### src/rtl/tile_sram_arbiter.sv
// tile_sram_arbiter: round-robin owner of one single-port Tile SRAM.
// A Core requests, is granted for a burst of beats that ends on core_last
// or after MAX_HOLD beats, and then yields to the next Core after a one-cycle
// bubble. Read data returns with a registered one-cycle valid pulse.
//
// Handshake: a Core raises core_req to ask for the port; once core_gnt is
// high, every cycle with core_req high is one beat issued to the SRAM, and a
// cycle with core_req low is an idle cycle that keeps the grant. The grant
// ends only on a beat with core_last high or on the MAX_HOLD-th beat.
// core_rvalid marks the cycle in which core_rdata holds the data of a read
// beat issued one cycle earlier.
module tile_sram_arbiter #(
  parameter int NUM_CORES = 4,
  parameter int ADDR_W    = 12,
  parameter int DATA_W    = 32,
  parameter int MAX_HOLD  = 16
) (
  input  logic                        clk,
  input  logic                        RSTn,
  input  logic [NUM_CORES-1:0]        core_req,
  input  logic [NUM_CORES-1:0]        core_we,
  input  logic [NUM_CORES-1:0]        core_last,
  input  logic [NUM_CORES*ADDR_W-1:0] core_addr,
  input  logic [NUM_CORES*DATA_W-1:0] core_wdata,
  output logic [NUM_CORES-1:0]        core_gnt,
  output logic [NUM_CORES-1:0]        core_rvalid,
  output logic [DATA_W-1:0]           core_rdata,
  output logic                        sram_en,
  output logic                        sram_we,
  output logic [ADDR_W-1:0]           sram_addr,
  output logic [DATA_W-1:0]           sram_wdata,
  input  logic [DATA_W-1:0]           sram_rdata,
  output logic                        dbg_state_o
);

  localparam int IDX_W = (NUM_CORES > 1) ? $clog2(NUM_CORES) : 1;
  localparam int CNT_W = $clog2(MAX_HOLD + 1);
  localparam logic [IDX_W-1:0] LAST_IDX  = IDX_W'(NUM_CORES - 1);
  localparam logic [CNT_W-1:0] HOLD_LAST = CNT_W'(MAX_HOLD - 1);

  typedef enum logic {
    IDLE = 1'b0,
    BUSY = 1'b1
  } state_t;

  state_t               state_q;
  logic [IDX_W-1:0]     owner_q;
  logic [IDX_W-1:0]     ptr_q;
  logic [IDX_W-1:0]     rd_owner_q;
  logic [CNT_W-1:0]     cnt_q;
  logic [NUM_CORES-1:0] gnt_q;
  logic                 rd_pend_q;

  logic                 own_req;
  logic                 own_we;
  logic                 own_last;
  logic                 beat;
  logic                 release_beat;
  logic                 pick_vld;
  logic [IDX_W-1:0]     pick_idx;

  // Select the owner's request, controls, address and data slices.
  always_comb begin
    own_req    = 1'b0;
    own_we     = 1'b0;
    own_last   = 1'b0;
    sram_addr  = '0;
    sram_wdata = '0;
    for (int i = 0; i < NUM_CORES; i++) begin
      if (owner_q == IDX_W'(i)) begin
        own_req    = core_req[i];
        own_we     = core_we[i];
        own_last   = core_last[i];
        sram_addr  = core_addr[i*ADDR_W +: ADDR_W];
        sram_wdata = core_wdata[i*DATA_W +: DATA_W];
      end
    end
  end

  // Round-robin pick: first requester at ptr, ptr+1, ... wrapping around.
  always_comb begin
    pick_vld = 1'b0;
    pick_idx = ptr_q;
    for (int k = 0; k < NUM_CORES; k++) begin
      for (int i = 0; i < NUM_CORES; i++) begin
        if (!pick_vld && core_req[i] &&
            ((int'(ptr_q) + k == i) || (int'(ptr_q) + k == i + NUM_CORES))) begin
          pick_vld = 1'b1;
          pick_idx = IDX_W'(i);
        end
      end
    end
  end

  // A beat is the owner presenting a request while the grant is held.
  always_comb begin
    beat         = (state_q == BUSY) && own_req;
    release_beat = beat && (own_last || (cnt_q == HOLD_LAST));
    sram_en      = beat;
    sram_we      = beat && own_we;
    core_rdata   = sram_rdata;
    core_gnt     = gnt_q;
    dbg_state_o  = (state_q == BUSY);
  end

  // Decode the pending read into a one-hot valid for the Core that issued it.
  always_comb begin
    core_rvalid = '0;
    for (int i = 0; i < NUM_CORES; i++) begin
      if (rd_pend_q && (rd_owner_q == IDX_W'(i))) core_rvalid[i] = 1'b1;
    end
  end

  // Grant FSM with registered grant, beat counter and read-return tracking.
  always_ff @(posedge clk or negedge RSTn) begin
    if (!RSTn) begin
      state_q    <= IDLE;
      owner_q    <= '0;
      ptr_q      <= '0;
      cnt_q      <= '0;
      gnt_q      <= '0;
      rd_pend_q  <= 1'b0;
      rd_owner_q <= '0;
    end else begin
      rd_pend_q <= beat && !own_we;
      if (beat && !own_we) rd_owner_q <= owner_q;
      case (state_q)
        IDLE: begin
          if (pick_vld) begin
            state_q <= BUSY;
            owner_q <= pick_idx;
            gnt_q   <= NUM_CORES'(1) << pick_idx;
            cnt_q   <= '0;
          end
        end
        BUSY: begin
          if (release_beat) begin
            state_q <= IDLE;
            gnt_q   <= '0;
            cnt_q   <= '0;
            ptr_q   <= (owner_q == LAST_IDX) ? '0 : owner_q + 1'b1;
          end else if (beat) begin
            cnt_q <= cnt_q + 1'b1;
          end
        end
        default: state_q <= IDLE;
      endcase
    end
  end

endmodule
### config.mk
export PLATFORM = sky130hd
export DESIGN_NAME = tile_sram_arbiter
export DESIGN_NICKNAME = d
export VERILOG_FILES = /design/src/rtl/tile_sram_arbiter.sv
export SDC_FILE = /design/constraint.sdc
export NUM_CORES = 1
export LEC_CHECK = 0
export CORE_AREA = 2 2 120 122
export DETAILED_ROUTE_END_ITERATION = 8
export DIE_AREA = 0 0 122 124
export GPL_ROUTABILITY_DRIVEN = 0
export GPL_TIMING_DRIVEN = 0
export MAX_ROUTING_LAYER = met4
export SYNTH_ARGS = -nofsm -noshare
export SYNTH_HDL_FRONTEND = slang
export SYNTH_SLANG_ARGS = --single-unit
### constraint.sdc
create_clock -name clk -period 3.5 [get_ports clk]
set_input_delay 0.7 -clock clk [delete_from_list [all_inputs] [get_ports clk]]
set_output_delay 0.7 -clock clk [all_outputs]
set_load 0.02 [all_outputs]
==> key figures <==
Run status
  – Status: finished clean

STA
  – Final period utilization: slightly below 100%
  – F_max: slightly below 300 MHz
  – Final Max Slew Viols: 0
  – Sum Neg Setup Slack: 0 ps
  – Final hold vios: 0
  – Slew headroom: about 48%
  – Least-Margin Pin Slew: 780 ps
  – Endpoints failing setup: 0
  – RSZ-0062 raised after global routing: true
  – Clk_skew: 4.51 ps
  – Post-route minimum period: ~3400 ps

Finish
  – Layout cells sized above 1: 11.7%
  – Final Core Density: ~43%
  – Layout Cells excl Fill: 864
  – Area Growth Syn to Fin: 119%
  – Final instance area: ~0.0059 mm^2
  – Diodes inserted: 0
  – Final net count: about 910

Logic synthesis
  – Asr flop ratio synth: 100%
  – EDFF count, synth: 0
  – Synth unique cells: between 50 and 60
  – Flops & latches, synth: 17
  – Syn Std Cell Area: 0.00267 mm^2
  – Mapped Cells: 405
  – Synth Net Count: 633
  – Total number of yosys warnings: 0
  – Synth Flop Type: dfrtp_1
  – Mean Syn Cell Area: 6.60 um^2
  – Register area share after synthesis: about 16%

Critical path
  – Reg-to-Reg Start: owner_q[0]
  – Kind of critical path: register to output port
  – Worst-path maximum fanout: 10
  – CP Capture Type: output port
  – Kind of start point of the critical path: register
  – Worst Setup SP: owner_q[0]
  – Worst Path Required: 2800 ps
  – Critical Path AT: 2670 ps

Routing
  – Routed Antenna Nets: 0
  – Iter 0 DRT Violations: 200
  – Vias per std cell: 4.70
  – Via count: 4058
  – DR pass1 iterations: 4
  – WL/cell: 16.7 um
  – Total Wirelength: ~14000 um
  – DRC viols: 0

Floorplan
  – Effective utilization at floorplan: 19.5%
  – Die H: 124 um
  – Site row count: 43
  – Top-Level Pins: 309
  – Die area: between 0.015 and 0.02 mm^2
  – Die Wd: 122 um
  – Core area: ~0.014 mm^2

Global route
  – Largest net degree at the start of global routing: 18
  – Initial antenna violation count: 0
  – Global-route wire length before repair: about 21000 um
  – Total GRT Usage: a little under a fifth
  – Vias in the first global route: 4008
  – Remaining Overflow, GRT: 0

Power
  – Max VDD drop: 265 uV
  – Switching power: 2.25 mW
  – Switching Fraction: about 53%
  – Combinational share of power: between 80% and 90%
  – Pwr dens: about 730 mW/mm^2
  – Leakage: 2.73 nW
  – Sequential power share: 8.7%
  – Clock share of power: 5.5%
  – Internal power: 2.02 mW

Job
  – Max cap viols: 0

Clocking
  – Number of setup buffers added after CTS: 0
  – Root Buffer: clkbuf_16
  – Worst-Skew Late Latency: 250 ps
  – Htree depth: 1
  – Hold_buf cts: 0
  – Clock transition at path regs: about 60 ps
  – CTS tree: done
  – CTS Buffer Depth: 2
  – CTS Buf Count: 3
  – TritonCTS Sinks: 17

Placement
  – Area after DPL: 0.00565 mm^2
  – Hpwl dp: 12200 um
  – # port buffers: 275
  – Placed cell count: 860

Min path
  – Worst hold-check path type: register to register
  – Min-delay src: cnt_q[4]
-- cells by family after synthesis --
logic type,count (synthesis),share of synthesized area (%)
AO/OA/AOI/OAI,168,40.9
adder cells (fa/ha/maj),6,2.81
buffers and inverters,75,15.8
flip-flops,17,15.9
multiplexers,4,1.97
AND/OR/NAND/NOR,135,22.6
-- critical path, cell delays in order, from the launching register on --
cell,delay (ps)
dfrtp_1,450
inv_1,120
ha_1,210
nor2b_1,140
clkbuf_4,240
clkbuf_4,240
a22oi_1,90
nor2_1,100
a21oi_1,40
o21ai_0,150
clkdlybuf4s50_1,630
-- synthesized netlist by cell type, types with 2 or more instances --
| cell type | n | area share (%) |
|---|---|---|
| ha_1 | 6 | 2.8 |
| a22o_1 | 2 | 0.66 |
| nand3_1 | 3 | 0.56 |
| clkbuf_1 | 15 | 2.1 |
| a21oi_1 | 51 | 9.6 |
| buf_1 | 6 | 0.84 |
| nand3b_1 | 2 | 0.56 |
| mux2_4 | 2 | 1.1 |
| o21ai_0 | 51 | 9.6 |
| nor2b_1 | 7 | 1.6 |
| a211oi_1 | 2 | 0.56 |
| a22oi_1 | 44 | 12 |
| inv_1 | 9 | 1.3 |
| buf_4 | 32 | 9.0 |
| nor2_1 | 50 | 7.0 |
| o31ai_1 | 2 | 0.56 |
| dfrtp_1 | 17 | 16 |
| nand2_1 | 58 | 8.1 |
| and3_1 | 2 | 0.47 |
| o31ai_2 | 2 | 0.94 |
| buf_2 | 11 | 2.1 |
-- routing by layer --
layer	part of all wire, %	track usage, %	vias to the layer above
li1	-	-	1969
met5	0	-	-
met4	1.4	4.02	0
met2	52	32.9	182
met1	39	21.4	1888
met3	7.1	2.43	19
-- through the flow --
step                hold slack [ps]  power (mW)  setup WS, ps
global route                    501        4.61         -19.3
floorplan                       404        2.46           810
finish                          480        4.27           126
detailed placement              466        4.09          -152
global placement                462        4.05          -135
CTS                             478        4.34          2.04
-- final timing paths --
| kind | to | slack (ps) | cells after the start |
|---|---|---|---|
| max reg2reg | rd_owner_q[1] | 1340 | 8 |
| max in group asynchronous | cnt_q[2] | 2110 | 1 |
| min reg2reg | cnt_q[4] | 480 | 2 |
| min in group asynchronous | core_gnt[3] | 900 | 1 |
| min | cnt_q[4] | 480 | 2 |
| max | sram_wdata[27] | 130 | 10 |
-- area by class of cell --
| cell class | instances | area [um^2] |
|---|---|---|
| clock inverter | 1 | 7.51 |
| clock buffer | 3 | 75.1 |
| sequential | 17 | 425 |
| buffer | 65 | 425 |
| timing repair buffer | 275 | 2830 |
| tap | 180 | 225 |
| inverter | 10 | 37.5 |
| multi-input combinational | 313 | 1830 |
| fill | 1409 | 7860 |
-- state kept, by name (all words and copies together), names as in the netlist --
register and flops:
rd_owner_q 2, dbg_state_o 1, ptr_q 2, owner_q 2, core_gnt 4, cnt_q 5, rd_pend_q 1
-- placed cells by master (no fill, tap or decap), types with 3 or more instances in the layout --
master	Yosys	routed
clkdlybuf4s50_1	0	235
nand2_1	58	58
o21ai_0	51	51
nor2_1	50	50
a21oi_1	51	50
a22oi_1	44	43
buf_4	32	36
dlymetal6s2s_1	0	34
dfrtp_1	17	17
inv_1	9	9
nor2b_1	7	7
clkbuf_2	0	7
buf_2	11	6
clkbuf_4	0	6
clkbuf_1	15	6
ha_1	6	6
dlygate4sd2_1	0	6
buf_1	6	3
nand3_1	3	3
clkbuf_16	0	3
-- what timing repair did --
action,in CTS,in global routing
gates resized for setup,22,45
pin swaps,0,0
endpoints found under the hold margin,0,0
setup endpoints to repair,44,39
-- power by group through the flow --
stage	Sequential (mW)	Clock, mW	Combinational (mW)
2_1_floorplan	0.375	0	2.08
3_5_place_dp	0.371	0	3.72
5_1_grt	0.383	0.247	3.98
4_1_cts	0.368	0.240	3.73
3_3_place_gp	0.365	0	3.69
6_report	0.371	0.236	3.66
(Power assumes the default switching activity.)
